<file path="src/rtl/seg7_scan_driver.sv">
// Multiplexed NDIG-digit 7-segment driver: programmable scan prescaler,
// double-buffered hex value, decimal points, leading-zero blanking, selectable polarity.
module seg7_scan_driver #(
    parameter int unsigned NDIG       = 4,
    parameter int unsigned SCAN_DIV   = 50000,
    parameter bit          ACTIVE_LOW = 1'b1
) (
    input  logic              clk,
    input  logic              rst,
    input  logic [4*NDIG-1:0] value,
    input  logic [NDIG-1:0]   dp_in,
    input  logic              load,
    input  logic              blank_lz,
    output logic [6:0]        seg_out,
    output logic              dp_out,
    output logic [NDIG-1:0]   an_out,
    output logic              frame_done
);

    localparam int unsigned CNT_W = (SCAN_DIV > 1) ? $clog2(SCAN_DIV) : 1;
    localparam int unsigned IDX_W = (NDIG > 1) ? $clog2(NDIG) : 1;
    localparam int unsigned VAL_W = 4 * NDIG;

    localparam logic [CNT_W-1:0] CNT_MAX  = CNT_W'(SCAN_DIV - 1);
    localparam logic [IDX_W-1:0] IDX_LAST = IDX_W'(NDIG - 1);

    // Inactive levels for the pins, used at reset
    localparam logic [6:0]      SEG_OFF = {7{ACTIVE_LOW}};
    localparam logic            DP_OFF  = ACTIVE_LOW;
    localparam logic [NDIG-1:0] AN_OFF  = {NDIG{ACTIVE_LOW}};

    // Active-high a..g segment code for one hex nibble
    function automatic logic [6:0] hex_decode(input logic [3:0] nib);
        logic [6:0] code;
        case (nib)
            4'h0:    code = 7'h7E;
            4'h1:    code = 7'h30;
            4'h2:    code = 7'h6D;
            4'h3:    code = 7'h79;
            4'h4:    code = 7'h33;
            4'h5:    code = 7'h5B;
            4'h6:    code = 7'h5F;
            4'h7:    code = 7'h70;
            4'h8:    code = 7'h7F;
            4'h9:    code = 7'h7B;
            4'hA:    code = 7'h77;
            4'hB:    code = 7'h1F;
            4'hC:    code = 7'h4E;
            4'hD:    code = 7'h3D;
            4'hE:    code = 7'h4F;
            default: code = 7'h47;
        endcase
        return code;
    endfunction

    logic [CNT_W-1:0] cnt_q,        cnt_d;
    logic [IDX_W-1:0] idx_q,        idx_d;
    logic [VAL_W-1:0] shadow_val_q, shadow_val_d;
    logic [NDIG-1:0]  shadow_dp_q,  shadow_dp_d;
    logic [VAL_W-1:0] pend_val_q,   pend_val_d;
    logic [NDIG-1:0]  pend_dp_q,    pend_dp_d;
    logic             pend_valid_q, pend_valid_d;
    logic [6:0]       seg_q,        seg_d;
    logic             dp_q,         dp_d;
    logic [NDIG-1:0]  an_q,         an_d;
    logic             frame_done_q, frame_done_d;

    logic             tick_c;
    logic             last_c;
    logic [3:0]       cur_nib_c;
    logic             cur_dp_c;
    logic             cur_zero_c;
    logic             zero_above_c;
    logic             blank_c;
    logic [6:0]       seg_raw_c;
    logic [NDIG-1:0]  an_raw_c;

    // Digit selection and blanking: zero_above tracks "this nibble and all higher are 0"
    always_comb begin
        cur_nib_c    = 4'h0;
        cur_dp_c     = 1'b0;
        cur_zero_c   = 1'b0;
        zero_above_c = 1'b1;
        for (int j = int'(NDIG) - 1; j >= 0; j--) begin
            zero_above_c = zero_above_c && (shadow_val_q[4*j +: 4] == 4'h0);
            if (IDX_W'(j) == idx_q) begin
                cur_nib_c  = shadow_val_q[4*j +: 4];
                cur_dp_c   = shadow_dp_q[j];
                cur_zero_c = zero_above_c;
            end
        end
        blank_c   = blank_lz && (idx_q != '0) && cur_zero_c;
        seg_raw_c = blank_c ? 7'h00 : hex_decode(cur_nib_c);
        an_raw_c  = NDIG'(1) << idx_q;
    end

    // Next-state: prescaler, scan index, drive registers, double buffer
    always_comb begin
        tick_c       = (cnt_q == CNT_MAX);
        last_c       = (idx_q == IDX_LAST);

        cnt_d        = cnt_q + CNT_W'(1);
        idx_d        = idx_q;
        shadow_val_d = shadow_val_q;
        shadow_dp_d  = shadow_dp_q;
        pend_val_d   = pend_val_q;
        pend_dp_d    = pend_dp_q;
        pend_valid_d = pend_valid_q;
        seg_d        = seg_q;
        dp_d         = dp_q;
        an_d         = an_q;
        frame_done_d = 1'b0;

        if (tick_c) begin
            cnt_d        = '0;
            seg_d        = seg_raw_c ^ {7{ACTIVE_LOW}};
            dp_d         = cur_dp_c ^ ACTIVE_LOW;
            an_d         = an_raw_c ^ {NDIG{ACTIVE_LOW}};
            frame_done_d = last_c;
            idx_d        = last_c ? '0 : idx_q + IDX_W'(1);
            // Commit after the last digit was computed from the old shadow
            if (last_c && pend_valid_q) begin
                shadow_val_d = pend_val_q;
                shadow_dp_d  = pend_dp_q;
                pend_valid_d = 1'b0;
            end
        end

        // A load in the commit cycle lands in pending for the following frame
        if (load) begin
            pend_val_d   = value;
            pend_dp_d    = dp_in;
            pend_valid_d = 1'b1;
        end
    end

    always_ff @(posedge clk) begin
        if (rst) begin
            cnt_q        <= '0;
            idx_q        <= '0;
            shadow_val_q <= '0;
            shadow_dp_q  <= '0;
            pend_val_q   <= '0;
            pend_dp_q    <= '0;
            pend_valid_q <= 1'b0;
            seg_q        <= SEG_OFF;
            dp_q         <= DP_OFF;
            an_q         <= AN_OFF;
            frame_done_q <= 1'b0;
        end else begin
            cnt_q        <= cnt_d;
            idx_q        <= idx_d;
            shadow_val_q <= shadow_val_d;
            shadow_dp_q  <= shadow_dp_d;
            pend_val_q   <= pend_val_d;
            pend_dp_q    <= pend_dp_d;
            pend_valid_q <= pend_valid_d;
            seg_q        <= seg_d;
            dp_q         <= dp_d;
            an_q         <= an_d;
            frame_done_q <= frame_done_d;
        end
    end

    assign seg_out    = seg_q;
    assign dp_out     = dp_q;
    assign an_out     = an_q;
    assign frame_done = frame_done_q;

endmodule

</file>
<file path="config.mk">
export PLATFORM = sky130hd
export DESIGN_NAME = seg7_scan_driver
export DESIGN_NICKNAME = d
export VERILOG_FILES = /design/src/rtl/seg7_scan_driver.sv
export SDC_FILE = /design/constraint.sdc
export NUM_CORES = 1
export LEC_CHECK = 0
export ABC_AREA = 1
export CAP_MARGIN = 20
export CORE_MARGIN = 5
export CORE_UTILIZATION = 50
export CTS_BUF_LIST = sky130_fd_sc_hd__clkbuf_16
export CTS_CLUSTER_SIZE = 40
export DETAILED_ROUTE_END_ITERATION = 7
export GPL_TIMING_DRIVEN = 1
export PLACE_DENSITY = 0.83
export SKIP_CTS_REPAIR_TIMING = 1
export SLEW_MARGIN = 20
export SYNTH_ARGS = -nofsm -noshare
export SYNTH_HDL_FRONTEND = slang
export SYNTH_SLANG_ARGS = --single-unit
export TNS_END_PERCENT = 1
</file>
<file path="constraint.sdc">
create_clock -name clk -period 2.1 [get_ports clk]
set_clock_uncertainty 0.1 [all_clocks]
set_input_delay 0.42 -clock clk [delete_from_list [all_inputs] [get_ports clk]]
set_output_delay 0.42 -clock clk [all_outputs]
set_load 0.01 [all_outputs]
</file>
==> flow_metrics.tcl <==
set metrics [dict create \
    status "complete, no violations" \
    finalHoldViolCount 0 \
    min_period_over_period 0.946 \
    track_usage 0.175 \
    crit_required_ps 2260 \
    post-route-min-period_ps 1990 \
    pre_cts_slack_ps 96.5 \
    hp-start "cnt_q[0]$_SDFF_PP0_" \
    drt-total-wl_um 6920 \
    numClockSinks 72 \
    insertion_delay_ps 330 \
    via_per_inst 5.10 \
    io_pins 37 \
    port_buffers 36 \
    diodes 0 \
    ant_nets 0 \
    grt_overflow 0 \
    ys_warn_count 0 \
    place.gp.congestion 0.895 \
    seqCellArea_um2 1440 \
    layout.nets 528 \
    grt_pass1_vias 2754 \
    yosys.cell_count.top_type "nor2_1" \
    irDropWorstVdd_v 0.000493 \
    drt_first_pass_iters 5 \
    multiInputGateArea_um2 1670 \
    rows 29 \
    grt_max_degree 22 \
    fillCellCount 562 \
    vias 2927 \
    drive_above_1_share 0.145 \
    drv_cap 0 \
    synth_commonest_cells "nor2_1 (92), nand2_1 (83), dfxtp_1 (72), inv_1 (37), a21oi_1 (33)" \
    yosysSeqAreaShare 0.428 \
    initial_core_util 0.521 \
    final.setup.worst_slack_ps 114 \
    hp-class "flop to flop" \
    slew_violations 0 \
    avgSynthCellArea_um2 7.44 \
    endpoint_kind "flop" \
    finalNonFillerCells 574 \
    async_flop_share 0 \
    ys_types 34 \
    synth_flop_cell "dfxtp_1" \
    power_density_nw_per_um2 755 \
    initialDrtViolationCount 124 \
    setup_viol 0 \
    placed_cell_area_um2 3790 \
    dp.cells 559 \
    utilization 0.640 \
    synth-edff-count 0 \
    core_area_um2 6460 \
    clock.fmax_mhz 503 \
    slew_headroom 0.611 \
    drc_errors 0 \
    yosysTopAreaCell "dfxtp_1" \
    grt_pass1_wl_um 12100 \
    area_growth_syn_to_layout_pct 22.9 \
    antenna_found_initial 0 \
    syn_nets 487 \
    clk_pin_slew_worst_paths_ps 60 \
    synth_top_area_share 0.428 \
    htree_levels 3 \
    critical_path_class "flop to flop" \
    avgRoutedWirePerCell_um 12.0 \
    cts_buffer_depth 2 \
    hpwl_um 4960 \
    cts_tree "built" \
    worstMarginPinSlew_ps 583 \
    synth_area_leaders "dfxtp_1 (43%), nor2_1 (10%), nand2_1 (9.3%)" \
    die-area_um2 8470 \
    die_y_um 92.0 \
    cts_buffers 9 \
    syn_inst 452 \
    leakage_nw 1.68 \
    die_x_um 92.0 \
    startpoint "idx_q[1]$_SDFFE_PP0P_" \
    cts_root_buffer "clkbuf_16" \
    cp.arrival_ps 2150 \
    r2r-start "idx_q[1]$_SDFFE_PP0P_" \
    start_kind "flop" \
    design_area_um2 4140 \
    ys_ff_latch 72 \
    netlist_area_um2 3360 \
    worst-path-max-fanout 6 \
]
-- critical path, cell delays in order, from the launching register on --
cell      delay [ps]
dfxtp_2          350
inv_1            100
ha_2             250
inv_1             70
nor2_1            90
nor2_1            70
a21boi_1         230
buf_4            170
ha_1             140
nand2_1           70
nor2_1           100
nor2_1            50
a21oi_1          120
-- cell usage in the layout (no fill, tap or decap), drive strengths merged --
cell           instances
xor2                   4
clkbuf                 9
a21oi                 36
a21boi                 1
ha                    11
nor3b                  1
bufinv                 2
nand3b                 1
a31oi                  1
nor2                  98
buf                   11
nor4                   1
nand4                  6
clkdlybuf4s50         36
clkinv                 8
nand2                 93
o21ai                 29
dfxtp                 72
a211oi                10
nor3                   5
nand3                 17
or2                    2
xnor2                  1
clkinvlp               1
o21a                   1
inv                   40
-- registers in the layout, summed over array words and instances, names as in the netlist --
register	cells
cnt_q	16
pend_val_q	16
shadow_val_q	16
seg_out	7
an_out	4
pend_dp_q	4
shadow_dp_q	4
idx_q	2
dp_out	1
frame_done	1
pend_valid_q	1
-- logic make-up after synthesis --
logic type      after synthesis  share of synthesized area
simple gates                224                      0.289
xor+xnor                      5                     0.0130
compound gates               78                      0.144
fa+ha+maj                    11                     0.0409
flops                        72                      0.428
buf+inv                      62                     0.0848
-- layer usage --
layer  GRT usage  part of all wire  up-vias
met5           0                 0        -
met4      0.0681             0.016        0
met3      0.0409             0.059       12
met2       0.284              0.44       80
met1       0.225              0.48     1315
li1            -                 -     1520
-- final timing paths --
| check | end | slack, ps | cells after the start |
|---|---|---|---|
| setup / recovery | seg_out[0]$_SDFFE_PP1P_ | 110 | 12 |
| setup reg to reg | seg_out[0]$_SDFFE_PP1P_ | 110 | 12 |
| hold / removal | cnt_q[0]$_SDFF_PP0_ | 350 | 1 |
| hold reg to reg | cnt_q[0]$_SDFF_PP0_ | 350 | 1 |
-- where the power goes --
group	leakage (nW)	internal (W)	switching (W)	total, W
Sequential	0.588	0.00140	0.0000177	0.00142
Combinational	0.948	0.0000636	0.0000604	0.000124
Clock	0.149	0.00103	0.000555	0.00158
Total	1.68	0.00249	0.000633	0.00312
-- per-stage QoR --
step           power [W]  hold slack, ps  setup TNS, ps
4_1_cts          0.00316             350              0
6_report         0.00312             346              0
3_3_place_gp     0.00157             333              0
3_5_place_dp     0.00157             336              0
2_1_floorplan    0.00151             318              0
5_1_grt          0.00324             364          -3.54
-- layout make-up --
| type | instances | share of cell area |
|---|---|---|
| flip-flops and latches | 72 | 0.349 |
| clock buffers | 9 | 0.0545 |
| repair buffers | 47 | 0.107 |
| inverters | 45 | 0.0421 |
| clock inverters | 6 | 0.0206 |
| multi-input cells | 318 | 0.403 |
| well taps | 77 | 0.0233 |
Note: power is estimated with default switching activity, not from simulation.
